**config.mk**
```make
export PLATFORM = sky130hd
export DESIGN_NAME = apb_subsystem
export DESIGN_NICKNAME = d
export VERILOG_FILES = /design/src/rtl/apb_subsystem.sv
export SDC_FILE = /design/constraint.sdc
export NUM_CORES = 1
export LEC_CHECK = 0
export ABC_AREA = 0
export CORE_MARGIN = 2
export CORE_UTILIZATION = 55
export DETAILED_ROUTE_END_ITERATION = 10
export MAX_ROUTING_LAYER = met4
export PLACE_DENSITY = 0.72
export SLEW_MARGIN = 25
export SYNTH_ARGS = -nofsm -noshare
export SYNTH_HDL_FRONTEND = slang
export SYNTH_SLANG_ARGS = --single-unit
```
**constraint.sdc**
```tcl
create_clock -name PCLK -period 11.5 [get_ports PCLK]
set_input_delay 1.725 -clock PCLK [delete_from_list [all_inputs] [get_ports PCLK]]
set_output_delay 1.725 -clock PCLK [all_outputs]
set_load 0.005 [all_outputs]
```
**src/rtl/apb_subsystem.sv**
```systemverilog
// APB3 single-master subsystem: request/ready CPU port, 4-slot decoder at 0x1000_0000,
// 16-word RAM (slot 0), two 4-register blocks (slots 1-2) and a default responder (slot 3).

module apb_regblk (
    input  logic        PCLK,
    input  logic        PRESET,
    input  logic        psel,
    input  logic        penable,
    input  logic        pwrite,
    input  logic [1:0]  idx,
    input  logic [31:0] pwdata,
    output logic [31:0] prdata,
    output logic        pready
);
    logic [3:0][31:0] regs;

    always_ff @(posedge PCLK or posedge PRESET) begin
        if (PRESET)
            regs <= '0;
        else if (psel && penable && pwrite)
            regs[idx] <= pwdata;
    end

    assign prdata = regs[idx];
    assign pready = psel & penable;
endmodule

module apb_subsystem (
    input  logic        PCLK,
    input  logic        PRESET,
    input  logic        transfer,
    input  logic        write,
    input  logic [31:0] addr,
    input  logic [31:0] wdata,
    output logic [31:0] rdata,
    output logic        ready,
    output logic [31:0] PADDR,
    output logic        PWRITE,
    output logic        PENABLE,
    output logic [3:0]  PSEL,
    output logic [31:0] PWDATA
);
    typedef enum logic [1:0] {IDLE, SETUP, ACCESS} state_t;

    state_t           state;
    logic             bus_act;
    logic             in_win;
    logic [1:0]       slot;
    logic [3:0]       pready;
    logic [3:0][31:0] prdata;
    logic             sel_pready;
    logic [31:0]      ram [16];
    logic             unused_addr_bits;

    assign in_win = (PADDR[31:14] == 18'h04000);
    assign slot   = PADDR[13:12];
    assign PSEL   = (bus_act && in_win) ? (4'b0001 << slot) : 4'b0000;

    // Out-of-window transfers have no slave; the master completes them itself.
    assign sel_pready = in_win ? pready[slot] : PENABLE;
    assign ready      = (state == ACCESS) && sel_pready;
    assign rdata      = (ready && !PWRITE && in_win) ? prdata[slot] : 32'h0;

    always_ff @(posedge PCLK or posedge PRESET) begin
        if (PRESET) begin
            state   <= IDLE;
            bus_act <= 1'b0;
            PENABLE <= 1'b0;
            PADDR   <= '0;
            PWRITE  <= 1'b0;
            PWDATA  <= '0;
        end else begin
            case (state)
                IDLE: if (transfer) begin
                    state   <= SETUP;
                    bus_act <= 1'b1;
                    PADDR   <= addr;
                    PWRITE  <= write;
                    PWDATA  <= wdata;
                end
                SETUP: begin
                    state   <= ACCESS;
                    PENABLE <= 1'b1;
                end
                ACCESS: if (sel_pready) begin
                    state   <= IDLE;
                    bus_act <= 1'b0;
                    PENABLE <= 1'b0;
                end
                default: state <= IDLE;
            endcase
        end
    end

    // Slot 0: word RAM, no reset, upper offset bits alias.
    always_ff @(posedge PCLK) begin
        if (PSEL[0] && PENABLE && PWRITE)
            ram[PADDR[5:2]] <= PWDATA;
    end
    assign prdata[0] = ram[PADDR[5:2]];
    assign pready[0] = PSEL[0] & PENABLE;

    for (genvar g = 1; g < 3; g++) begin : g_blk
        apb_regblk u_blk (
            .PCLK    (PCLK),
            .PRESET  (PRESET),
            .psel    (PSEL[g]),
            .penable (PENABLE),
            .pwrite  (PWRITE),
            .idx     (PADDR[3:2]),
            .pwdata  (PWDATA),
            .prdata  (prdata[g]),
            .pready  (pready[g])
        );
    end

    assign prdata[3] = 32'h0;
    assign pready[3] = PSEL[3] & PENABLE;

    assign unused_addr_bits = ^{PADDR[11:6], PADDR[1:0]};
endmodule

```
==> tab_implementation.tex, run 1 <==
\begin{tabular}{lr}
\hline
Metric & Value \\
\hline
\multicolumn{2}{l}{\textbf{Clock network}} \\
\quad Inserted Clock Buffers & 87 \\
\quad TritonCTS clock tree & built \\
\quad Total of hold buffers inserted after clock tree synthesis & 0 \\
\quad Buffer levels on the longest clock path & 3 \\
\quad Post-CTS Setup Inserts & 0 \\
\quad Insertion delay to the later sink of the worst-skew pair & 0.63 ns \\
\quad CTS sink cnt & 837 \\
\quad Clk root buf & clkbuf\_16 \\
\quad Number of cells upsized or downsized after cts & 0 \\
\quad Clock-pin slew reported for the worst setup and hold paths after clock tree synthesis & 0.06 ns \\
\quad H-tree depth & 3 \\
\multicolumn{2}{l}{\textbf{Synth}} \\
\quad Area share of the largest cell type after synthesis & 44.6\% \\
\quad Syn Inst Count & 1924 \\
\quad Asr flop ratio synth & 38.8\% \\
\quad Post-synth cell types & 47 \\
\quad YS warnings & 0 \\
\quad Primary FF master, synth & edfxtp\_1 \\
\quad Mapped Nets & 1995 \\
\quad Sequential fraction of the synthesis area & 68.1\% \\
\quad Cell taking the most area after synthesis & edfxtp\_1 \\
\quad Summed instance area of the synthesized netlist & 34500 um2 \\
\quad Number of enable flip-flop cells after synthesis & 512 \\
\quad Register bit total from synthesis & 837 \\
\quad Top area cells in the synthesized netlist & edfxtp\_1, dfrtp\_1, mux2\_2 \\
\quad Synthesized area per cell & 17.9 um2 \\
\multicolumn{2}{l}{\textbf{Die}} \\
\quad Horizontal die dimension & 254 um \\
\quad Height of the die & 254 um \\
\quad Starting Density & 55.8\% \\
\quad Die Outline Area & 64800 um2 \\
\quad Boundary pin count & 171 \\
\quad Core area & 61800 um2 \\
\quad Number of rows created at floorplan & 91 \\
\multicolumn{2}{l}{\textbf{Finish}} \\
\quad Number of standard cells in the layout, taps in and fillers out & 3010 \\
\quad Multi-input gate area in the final layout & 10500 um2 \\
\quad Layout net count & 2175 \\
\quad Filler Cells Inserted & 4202 \\
\quad Number of diodes added for antenna fixing & 0 \\
\quad Util after Layout & 64.6\% \\
\quad Fraction of layout instances using a drive strength above 1 & 34.7\% \\
\quad Growth of design area from synthesis to finish & 15.7\% \\
\quad Area taken by flip-flops and latches & 23500 um2 \\
\multicolumn{2}{l}{\textbf{Timing}} \\
\quad Pin slew with the least headroom to its limit & 1.07 ns \\
\quad Worst-case hold slack & 0.496 ns \\
\quad Final worst clock skew & 0.0225 ns \\
\quad Slew Limit Headroom & 28.6\% \\
\quad Final sum of negative setup slack & 0 ns \\
\quad Final hold violation count & 0 \\
\quad Final worst path period share & 56.8\% \\
\quad Maximum operating frequency & 0.153 GHz \\
\quad Setup violations, final & 0 \\
\quad Max-slew violation total from the final report & 0 \\
\quad RSZ-0062 raised after global routing & false \\
\quad Final period demand of the worst path & 6.53 ns \\
\multicolumn{2}{l}{\textbf{Detailed routing}} \\
\quad Routed length per instance & 26.3 um \\
\quad Starting DRC count in detailed routing & 1617 \\
\quad Detail-routed via count per cell & 6.18 \\
\quad Total number of vias & 18600 \\
\quad Post-detailed-routing wire length & 79.2 mm \\
\quad Number of design rule violations left after detail routing & 0 \\
\quad Number of search-and-repair iterations in the first detailed-routing pass & 6 \\
\quad Number of nets still failing antenna checks after routing & 0 \\
\multicolumn{2}{l}{\textbf{Worst setup path}} \\
\quad Crit Path Max Fanout & 154 \\
\quad Count of buffering cells on the critical path with inverters included & 3 \\
\quad Cell family contributing the most delay on the critical path & buffers and inverters \\
\quad Worst setup EP type & primary output \\
\quad Startpoint-to-endpoint class of the critical path & flip-flop to primary output \\
\quad Data arrival time of the critical path & 4.81 ns \\
\quad Longest individual stage delay on the worst path & 0.70 ns \\
\quad Startpoint type of the worst setup path & flip-flop \\
\quad CP required & 9.78 ns \\
\quad Cell type of the slowest stage on the worst timing path & buf\_12 \\
\quad Critical path, cell by cell & buf\_12, buf\_6, mux2\_2, o22ai\_1, nor2\_1, a31oi\_1, a21oi\_1, clkdlybuf4s50\_1 \\
\multicolumn{2}{l}{\textbf{GRT}} \\
\quad First-pass GRT wire length & 120 mm \\
\quad Number of antenna violations at the first check in global routing & 0 \\
\quad GR Overflow Total & 0 \\
\quad Number of global-route vias before repair & 19200 \\
\quad Pin count of the biggest net entering global routing & 155 \\
\quad Aggregate global-route resource usage & 25.8\% \\
\multicolumn{2}{l}{\textbf{Power and ir drop}} \\
\quad Standby leakage power & 0.0151 uW \\
\quad Power density over the cells & 225 nW/um2 \\
\quad Largest vdd supply drop & 0.235 mV \\
\quad PnR Total Power & 8970 uW \\
\multicolumn{2}{l}{\textbf{Status}} \\
\quad Status & finished, final reports clean \\
\multicolumn{2}{l}{\textbf{Worst hold path}} \\
\quad Hold crit path type & flip-flop to flip-flop \\
\multicolumn{2}{l}{\textbf{Job}} \\
\quad Max Cap Viol & 0 \\
\multicolumn{2}{l}{\textbf{Place}} \\
\quad Dpl hpwl & 44.1 mm \\
\quad Number of port buffers & 170 \\
\quad Post-Place Cells & 2852 \\
\quad Gp weighted congestion & 0.755 \\
\hline
\end{tabular}
## registers in the layout (all words and copies together) (netlist names)
name              count
PADDR                32
PENABLE               1
PWDATA               32
PWRITE                1
bus_act               1
g_blk.u_blk.regs    256
ram                 512
state                 2
## through the flow
step,setup WS [ns],area [um2]
after floorplan,0.777,34500
after global placement,5.50,37100
after detailed placement,5.44,37100
after CTS,4.71,39900
after global routing,4.62,39900
final,4.97,39900
## per-layer routing
metal / GRT usage, % / vias to the layer above / share of wire [%]
met5: - / - / 0
met4: 6.52 / 0 / 1.9
met3: 3.97 / 108 / 6.6
met2: 40.7 / 650 / 49
met1: 35.7 / 9900 / 42
li1: - / 7940 / -
## cell type report
class / count / share of cell area, %
inverters: 4 / 0.0564
repair buffers: 215 / 5.16
flip-flops and latches: 837 / 58.9
multi-input cells: 959 / 26.2
well taps: 837 / 2.62
clock inverters: 34 / 0.774
clock buffers: 124 / 6.22
## logic make-up (layout without fill, tap and decap cells)
kind of cell / after synthesis / after routing / share of synthesized area [%]
flops: 837 / 837 / 68.1
buf+inv: 128 / 377 / 2.00
simple gates: 208 / 208 / 3.40
mux: 551 / 551 / 22.1
fa+ha+maj: 3 / 3 / 0.109
compound gates: 197 / 197 / 4.30
## final timing paths
kind                                            to  cells after the start  slack [ns]              startpoint
max in group asynchronous               PWDATA[11]                      4        7.81                  PRESET
max reg2reg                g_blk[1].u_blk.regs[21]                      7        6.96                PADDR[2]
max                                      rdata[15]                      8        4.97                PADDR[2]
min                         g_blk[1].u_blk.regs[9]                      1        0.50  g_blk[1].u_blk.regs[9]
min in group asynchronous                PADDR[17]                      2        1.65                  PRESET
min reg2reg                 g_blk[1].u_blk.regs[9]                      1        0.50  g_blk[1].u_blk.regs[9]
## synthesized netlist by cell type, drive strengths merged (3+ instances only)
master   number
nand4        11
edfxtp      512
a31oi         3
a2111oi       3
or3           6
mux4        127
o22ai        35
clkbuf       44
a21o         23
mux2i        16
o21ai        28
or2           3
nand2        15
ha            3
a21oi        10
nor2b        33
dfrtp       325
nor3         60
a211oi       51
a22oi        14
nand2b       31
a22o         24
buf          80
inv           4
mux2        408
nor2         35
nand3         3
## worst register-to-register path, stage by stage (launching register included)
cell and delay [ns]:
dfrtp_4 0.66, buf_12 0.72, buf_4 1.01, or2_2 0.44
nor3_1 0.11, nand4_2 0.58, buf_4 0.49, mux2_2 0.39
## cells in the final DEF, fill, tap and decap left out, drive strengths merged, types with 5 or more instances in the layout
cell type	netlist	layout
edfxtp	512	512
mux2	408	408
dfrtp	325	325
clkdlybuf4s50	0	170
mux4	127	127
clkbuf	44	124
nor3	60	60
a211oi	51	51
buf	80	45
o22ai	35	35
nor2	35	35
nor2b	33	33
nand2b	31	31
o21ai	28	28
a22o	24	24
a21o	23	23
clkinv	0	23
mux2i	16	16
nand2	15	15
a22oi	14	14
nand4	11	11
a21oi	10	10
inv	4	8
or3	6	6
bufinv	0	5
## report_power, final
group,internal [uW],switching [uW],leakage (uW)
registers,3600,537,0.00899
clock network,1610,1130,0.00136
logic,996,1090,0.00477
Note: power is estimated with default switching activity, not from simulation.
==> run 2: changes to the inputs <==
==> constraint.sdc (replaced) <==
create_clock -name PCLK -period 6.3 [get_ports PCLK]
set_input_delay 0.945 -clock PCLK [delete_from_list [all_inputs] [get_ports PCLK]]
set_output_delay 0.945 -clock PCLK [all_outputs]
set_load 0.005 [all_outputs]
==> run 2 against run 1 <==
Net effect:
- largest power group unchanged
- register-to-register slack worse by 4.6 ns
- die area unchanged
- final area down 0.13%
- non-clock buffer count up 1
- count of clock-buffer cells in the layout up 1
- routed wire length down 0.42%
==> tab_implementation.tex, run 2 (synthesized netlist as in run 1, its figures left out) <==
\begin{tabular}{lr}
\hline
Metric & Value \\
\hline
\multicolumn{2}{l}{\textbf{Clock network}} \\
\quad Clock-pin slew reported for the worst setup and hold paths after clock tree synthesis & 0.06 ns (about the same) \\
\quad TritonCTS clock tree & built (unchanged) \\
\quad Total of hold buffers inserted after clock tree synthesis & 0 (unchanged) \\
\quad CTS sink cnt & 837 (unchanged) \\
\quad Post-CTS Setup Inserts & 0 (unchanged) \\
\quad Clk root buf & clkbuf\_16 (unchanged) \\
\quad Buffer levels on the longest clock path & 3 (unchanged) \\
\quad Insertion delay to the later sink of the worst-skew pair & 0.64 ns (was 0.63 ns) \\
\quad Inserted Clock Buffers & 85 (was 87) \\
\quad H-tree depth & 3 (unchanged) \\
\quad Number of cells upsized or downsized after cts & 0 (unchanged) \\
\multicolumn{2}{l}{\textbf{Place}} \\
\quad Dpl hpwl & 45.2 mm (was 44.1 mm) \\
\quad Number of port buffers & 170 (unchanged) \\
\quad Minimum setup slack after placement & 1.83 ns (was 5.44 ns) \\
\quad Gp weighted congestion & 0.792 (was 0.755) \\
\quad Placement Cell Area & 37200 um2 (was 37100 um2) \\
\multicolumn{2}{l}{\textbf{Die}} \\
\quad Horizontal die dimension & 254 um (unchanged) \\
\quad Number of rows created at floorplan & 91 (unchanged) \\
\quad Boundary pin count & 171 (unchanged) \\
\quad Core area & 61800 um2 (unchanged) \\
\quad Die Outline Area & 64800 um2 (unchanged) \\
\quad Starting Density & 55.8\% (unchanged) \\
\quad Height of the die & 254 um (unchanged) \\
\multicolumn{2}{l}{\textbf{Worst setup path}} \\
\quad CP required & 5.35 ns (was 9.78 ns) \\
\quad Startpoint type of the worst setup path & flip-flop (unchanged) \\
\quad Data arrival time of the critical path & 4.31 ns (was 4.81 ns) \\
\quad Worst R2R Setup Slack & 2.36 ns (was 6.96 ns) \\
\quad Startpoint of the worst-slack reg-to-reg timing path & PADDR[3] (was PADDR[2]) \\
\quad Worst setup path start & PADDR[4] (was PADDR[2]) \\
\quad Reg2reg path depth & 6 (was 7) \\
\quad Startpoint-to-endpoint class of the critical path & flip-flop to primary output (unchanged) \\
\quad Worst setup path end & rdata[31] (was rdata[15]) \\
\quad Worst setup EP type & primary output (unchanged) \\
\quad Crit Path Max Fanout & 24 (was 154) \\
\quad Worst reg2reg endpoint & g\_blk[1].u\_blk.regs[8] (was g\_blk[1].u\_blk.regs[21]) \\
\multicolumn{2}{l}{\textbf{Worst hold path}} \\
\quad Hold crit path type & flip-flop to flip-flop (unchanged) \\
\multicolumn{2}{l}{\textbf{Timing}} \\
\quad Final worst path period share & 83.4\% \\
\quad Final sum of negative setup slack & 0 ns (unchanged) \\
\quad Post-route setup slack & 1.05 ns (was 4.97 ns) \\
\quad Setup violations, final & 0 (unchanged) \\
\quad Pin slew with the least headroom to its limit & 1.00 ns (was 1.07 ns) \\
\quad Slew Limit Headroom & 33.0\% (was 28.6\%) \\
\quad Maximum operating frequency & 0.190 GHz \\
\quad RSZ-0062 raised after global routing & false (unchanged) \\
\quad Final worst clock skew & 0.0255 ns (was 0.0225 ns) \\
\quad Final hold violation count & 0 (unchanged) \\
\quad Max-slew violation total from the final report & 0 (unchanged) \\
\quad Final period demand of the worst path & 5.25 ns \\
\multicolumn{2}{l}{\textbf{Detailed routing}} \\
\quad Post-detailed-routing wire length & 78.8 mm (was 79.2 mm) \\
\quad Total number of vias & 18400 (was 18600) \\
\quad Number of search-and-repair iterations in the first detailed-routing pass & 5 (was 6) \\
\quad Number of nets still failing antenna checks after routing & 0 (unchanged) \\
\quad Number of design rule violations left after detail routing & 0 (unchanged) \\
\quad Routed length per instance & 26.2 um (was 26.3 um) \\
\quad Starting DRC count in detailed routing & 1598 (was 1617) \\
\quad Detail-routed via count per cell & 6.11 (was 6.18) \\
\multicolumn{2}{l}{\textbf{GRT}} \\
\quad GR Overflow Total & 0 (unchanged) \\
\quad Pin count of the biggest net entering global routing & 158 (was 155) \\
\quad Number of global-route vias before repair & 19200 (about the same) \\
\quad Number of antenna violations at the first check in global routing & 0 (unchanged) \\
\quad Aggregate global-route resource usage & 25.6\% (was 25.8\%) \\
\quad First-pass GRT wire length & 118 mm (was 120 mm) \\
\multicolumn{2}{l}{\textbf{Finish}} \\
\quad Flip-flop count of the largest register after layout & 512 (unchanged) \\
\quad Filler Cells Inserted & 4189 (was 4202) \\
\quad Cell area after layout & 39900 um2 (about the same) \\
\quad Fraction of layout instances using a drive strength above 1 & 35.0\% (was 34.7\%) \\
\quad Commonest non-fill, non-tap cells in the layout & edfxtp\_1, mux2\_2, dfrtp\_1 (unchanged) \\
\quad Layout net count & 2174 (was 2175) \\
\quad Growth of design area from synthesis to finish & 15.5\% (was 15.7\%) \\
\quad Number of diodes added for antenna fixing & 0 (unchanged) \\
\quad Commonest non-fill, non-tap cell in the layout & edfxtp\_1 (unchanged) \\
\multicolumn{2}{l}{\textbf{Job}} \\
\quad Max Cap Viol & 0 (unchanged) \\
\multicolumn{2}{l}{\textbf{Power and ir drop}} \\
\quad Power density over the cells & 407 nW/um2 (was 225 nW/um2) \\
\quad Largest vdd supply drop & 0.394 mV (was 0.235 mV) \\
\quad Standby leakage power & 0.0151 uW (about the same) \\
\quad PnR Total Power & 16200 uW (was 8970 uW) \\
\multicolumn{2}{l}{\textbf{Status}} \\
\quad Status & finished, final reports clean (unchanged) \\
\hline
\end{tabular}
-- run 2: changes by cell type in the layout (fill, tap and decap cells not counted), sizes merged --
cell / previous run / this run
buf: 45 / 46
bufinv: 5 / 1
clkbuf: 124 / 125
clkinv: 23 / 22
clkinvlp: 2 / 6
inv: 8 / 9
-- run 2: worst min path at each step --
stage | end | cells past startpoint | start | slack (ns)
2_1_floorplan | g_blk[1].u_blk.regs[8] | 1 | g_blk[1].u_blk.regs[8] | 0.46
4_1_cts | g_blk[2].u_blk.regs[30] | 1 | g_blk[2].u_blk.regs[30] | 0.50
6_report | g_blk[2].u_blk.regs[30] | 1 | g_blk[2].u_blk.regs[30] | 0.50
5_1_grt | g_blk[2].u_blk.regs[39] | 1 | g_blk[2].u_blk.regs[39] | 0.51
3_5_place_dp | g_blk[1].u_blk.regs[9] | 1 | g_blk[1].u_blk.regs[9] | 0.48
3_3_place_gp | g_blk[2].u_blk.regs[30] | 1 | g_blk[2].u_blk.regs[30] | 0.47
-- run 2: critical path, stage by stage (launching register included) --
cell and delay (ns):
dfrtp_1 0.83, nand2_1 0.36, nor2_4 0.82, a22o_1 0.24, nor3_1 0.06, a211oi_1 0.70
clkdlybuf4s50_1 0.65
-- run 2: layer usage --
layer	GRT usage, %	vias to the layer above	part of all wire (%)	routed length [um]
li1	-	7939	-	-
met1	34.5	9726	42	33100
met2	40.1	601	49	38600
met3	4.74	133	6.5	5140
met4	8.02	0	2.5	1990
met5	-	-	0	0
-- run 2: cell type report --
| cell class | count | area [um2] | area share (%) |
|---|---|---|---|
| repair buffers | 216 | 2120 | 5.32 |
| clock inverters | 34 | 233 | 0.584 |
| clock buffers | 125 | 2460 | 6.16 |
| inverters | 4 | 18.8 | 0.0471 |
| flip-flops and latches | 837 | 23500 | 59.0 |
| multi-input cells | 959 | 10500 | 26.3 |
| well taps | 837 | 1050 | 2.63 |
-- run 2: power by group --
group	internal, uW	switching, uW	total (uW)
Sequential	6570	1110	7680
Clock	2760	2080	4840
Combinational	1830	1860	3700
-- run 2: stage by stage --
step	hold slack, ns	utilization (%)	cells
after floorplan	0.459	-	1924
after global placement	0.474	60.1	2853
after detailed placement	0.482	60.1	2853
after CTS	0.499	64.5	3012
after global routing	0.510	64.5	3012
final	0.495	64.5	3012
==> run 3: changes to the inputs <==
--- a/config.mk
+++ b/config.mk
@@ -7,10 +7,10 @@
 export LEC_CHECK = 0
 export ABC_AREA = 0
 export CORE_MARGIN = 2
-export CORE_UTILIZATION = 55
+export CORE_UTILIZATION = 54
 export DETAILED_ROUTE_END_ITERATION = 10
 export MAX_ROUTING_LAYER = met4
-export PLACE_DENSITY = 0.72
+export PLACE_DENSITY = 0.74
 export SLEW_MARGIN = 25
 export SYNTH_ARGS = -nofsm -noshare
 export SYNTH_HDL_FRONTEND = slang
==> constraint.sdc (replaced) <==
create_clock -name PCLK -period 4.82 [get_ports PCLK]
set_input_delay 0.723 -clock PCLK [delete_from_list [all_inputs] [get_ports PCLK]]
set_output_delay 0.723 -clock PCLK [all_outputs]
set_load 0.005 [all_outputs]
==> run 3 against run 2 <==
Net effect:
- die area increased by 1.8%
- via count rose by 1.4%
- critical path depth unchanged
- first-iteration DRC count fell by 3.4%
- clock power increased by 30%
- clock skew grew 0.0083 ns
- global-route usage fell by 0.18 points
- setup slack worse by 0.93 ns
- combinational power grew 37%
==> tab_implementation.tex, run 3 (synthesized netlist as in run 1, its figures left out) <==
\begin{tabular}{lr}
\hline
Metric & Value \\
\hline
\multicolumn{2}{l}{\textbf{Detailed routing}} \\
\quad Total number of vias & 18700 (was 18400) \\
\quad Number of search-and-repair iterations in the first detailed-routing pass & 5 (unchanged) \\
\quad Detail-routed via count per cell & 6.13 (was 6.11) \\
\quad Number of nets still failing antenna checks after routing & 0 (unchanged) \\
\quad Number of design rule violations left after detail routing & 0 (unchanged) \\
\quad Starting DRC count in detailed routing & 1544 (was 1598) \\
\quad Post-detailed-routing wire length & 80.0 mm (was 78.8 mm) \\
\quad Routed length per instance & 26.3 um (was 26.2 um) \\
\multicolumn{2}{l}{\textbf{Timing}} \\
\quad Setup violations, final & 0 (unchanged) \\
\quad Pin slew with the least headroom to its limit & 0.910 ns (was 1.00 ns) \\
\quad Final sum of negative setup slack & 0 ns (unchanged) \\
\quad Final period demand of the worst path & 4.71 ns \\
\quad Final worst path period share & 97.7\% \\
\quad Final worst clock skew & 0.0338 ns (was 0.0255 ns) \\
\quad Final hold violation count & 0 (unchanged) \\
\quad Maximum operating frequency & 0.212 GHz \\
\quad Max-slew violation total from the final report & 0 (unchanged) \\
\quad RSZ-0062 raised after global routing & false (unchanged) \\
\quad Post-route setup slack & 0.113 ns (was 1.05 ns) \\
\quad Slew Limit Headroom & 39.2\% (was 33.0\%) \\
\multicolumn{2}{l}{\textbf{Finish}} \\
\quad Growth of design area from synthesis to finish & 16.2\% (was 15.5\%) \\
\quad Fraction of layout instances using a drive strength above 1 & 35.4\% (was 35.0\%) \\
\quad Number of standard cells in the layout, taps in and fillers out & 3046 (was 3012) \\
\quad Filler Cells Inserted & 4406 (was 4189) \\
\quad Commonest non-fill, non-tap cells in the layout & edfxtp\_1, mux2\_2, dfrtp\_1 (unchanged) \\
\quad Flip-flop count of the largest register after layout & 512 (unchanged) \\
\quad Layout net count & 2199 (was 2174) \\
\quad Util after Layout & 63.6\% (was 64.5\%) \\
\quad Area taken by flip-flops and latches & 23500 um2 (about the same) \\
\quad Multi-input gate area in the final layout & 10500 um2 (about the same) \\
\quad Commonest non-fill, non-tap cell in the layout & edfxtp\_1 (unchanged) \\
\multicolumn{2}{l}{\textbf{Clock network}} \\
\quad Number of cells upsized or downsized after cts & 0 (unchanged) \\
\quad Insertion delay to the later sink of the worst-skew pair & 0.64 ns (about the same) \\
\quad Clk root buf & clkbuf\_16 (unchanged) \\
\quad Total of hold buffers inserted after clock tree synthesis & 0 (unchanged) \\
\quad TritonCTS clock tree & built (unchanged) \\
\quad Inserted Clock Buffers & 86 (was 85) \\
\quad Buffer levels on the longest clock path & 3 (unchanged) \\
\quad Clock-pin slew reported for the worst setup and hold paths after clock tree synthesis & 0.06 ns (about the same) \\
\quad H-tree depth & 3 (unchanged) \\
\quad CTS sink cnt & 837 (unchanged) \\
\quad Post-CTS Setup Inserts & 0 (unchanged) \\
\multicolumn{2}{l}{\textbf{Worst setup path}} \\
\quad CP required & 4.10 ns (was 5.35 ns) \\
\quad Data arrival time of the critical path & 3.98 ns (was 4.31 ns) \\
\quad Cell family contributing the most delay on the critical path & simple AND/OR/NAND/NOR gates (unchanged) \\
\quad Critical path, cell by cell & nor4\_2, and4\_1, nand3\_4, or3\_2, a211oi\_1, clkdlybuf4s50\_1 (was nand2\_1, nor2\_4, a22o\_1, nor3\_1, a211oi\_1, clkdlybuf4s50\_1) \\
\quad Crit Path Max Fanout & 19 (was 24) \\
\quad Longest individual stage delay on the worst path & 0.82 ns (was 0.83 ns) \\
\quad Startpoint type of the worst setup path & flip-flop (unchanged) \\
\quad Startpoint-to-endpoint class of the critical path & flip-flop to primary output (unchanged) \\
\quad Cell type of the slowest stage on the worst timing path & or3\_2 (was dfrtp\_1) \\
\quad Worst setup EP type & primary output (unchanged) \\
\quad Count of buffering cells on the critical path with inverters included & 1 (unchanged) \\
\multicolumn{2}{l}{\textbf{Die}} \\
\quad Die Outline Area & 65900 um2 (was 64800 um2) \\
\quad Core area & 63100 um2 (was 61800 um2) \\
\quad Boundary pin count & 171 (unchanged) \\
\quad Number of rows created at floorplan & 92 (was 91) \\
\quad Starting Density & 54.7\% (was 55.8\%) \\
\quad Height of the die & 257 um (was 254 um) \\
\quad Horizontal die dimension & 257 um (was 254 um) \\
\multicolumn{2}{l}{\textbf{GRT}} \\
\quad Pin count of the biggest net entering global routing & 125 (was 158) \\
\quad Number of global-route vias before repair & 19700 (was 19200) \\
\quad First-pass GRT wire length & 123 mm (was 118 mm) \\
\quad GR Overflow Total & 0 (unchanged) \\
\quad Aggregate global-route resource usage & 25.4\% (was 25.6\%) \\
\quad Number of antenna violations at the first check in global routing & 1 (was 0) \\
\multicolumn{2}{l}{\textbf{Job}} \\
\quad Max Cap Viol & 0 (unchanged) \\
\multicolumn{2}{l}{\textbf{Place}} \\
\quad Dpl hpwl & 46.5 mm (was 45.2 mm) \\
\quad Minimum setup slack after placement & 0.789 ns (was 1.83 ns) \\
\quad Post-Place Cells & 2886 (was 2853) \\
\quad Gp weighted congestion & 0.818 (was 0.792) \\
\quad Number of port buffers & 170 (unchanged) \\
\multicolumn{2}{l}{\textbf{Power and ir drop}} \\
\quad Largest vdd supply drop & 0.530 mV (was 0.394 mV) \\
\quad Power density over the cells & 534 nW/um2 (was 407 nW/um2) \\
\quad PnR Total Power & 21400 uW (was 16200 uW) \\
\quad Standby leakage power & 0.0152 uW (was 0.0151 uW) \\
\multicolumn{2}{l}{\textbf{Worst hold path}} \\
\quad Hold crit path type & flip-flop to flip-flop (unchanged) \\
\multicolumn{2}{l}{\textbf{Status}} \\
\quad Status & finished, final reports clean (unchanged) \\
\hline
\end{tabular}
[run 3: power breakdown]
| part | internal (uW) | switching, uW |
|---|---|---|
| sequential | 8590 | 1430 |
| combinational | 2510 | 2560 |
| clock | 3610 | 2710 |
[run 3: path summary, 6_finish.rpt]
kind	from	end	depth (start not counted)	slack (ns)
worst min-delay path	g_blk[2].u_blk.regs[31]	g_blk[2].u_blk.regs[31]	1	0.49
min in group asynchronous	PRESET	g_blk[1].u_blk.regs[31]	2	0.56
worst max register to register	PADDR[2]	g_blk[1].u_blk.regs[8]	6	1.22
worst min register to register	g_blk[2].u_blk.regs[31]	g_blk[2].u_blk.regs[31]	1	0.49
max in group asynchronous	PRESET	g_blk[1].u_blk.regs[58]	3	3.11
worst max-delay path	PADDR[23]	rdata[31]	6	0.11
[run 3: area by class of cell]
type                    instances  share of cell area (%)
diodes                          1                 0.00624
multi-input cells             959                    26.1
flip-flops and latches        837                    58.7
repair buffers                240                    5.90
well taps                     846                    2.64
clock inverters                41                   0.758
inverters                       4                  0.0468
clock buffers                 118                    5.90
[run 3: layer usage]
metal  track usage [%]  vias to the layer above  share of wire, %
met4              7.40                        0               2.3
met1              34.5                     9896                42
met3              3.62                      119               6.2
met2              40.6                      648                50
met5                 -                        -                 0
li1                  -                     7996                 -
[run 3: stage by stage]
step / hold slack (ns) / instance area (um2)
after CTS: 0.499 / 40100
final: 0.494 / 40100
after global placement: 0.469 / 37400
after global routing: 0.507 / 40100
after floorplan: 0.459 / 34500
after detailed placement: 0.486 / 37400
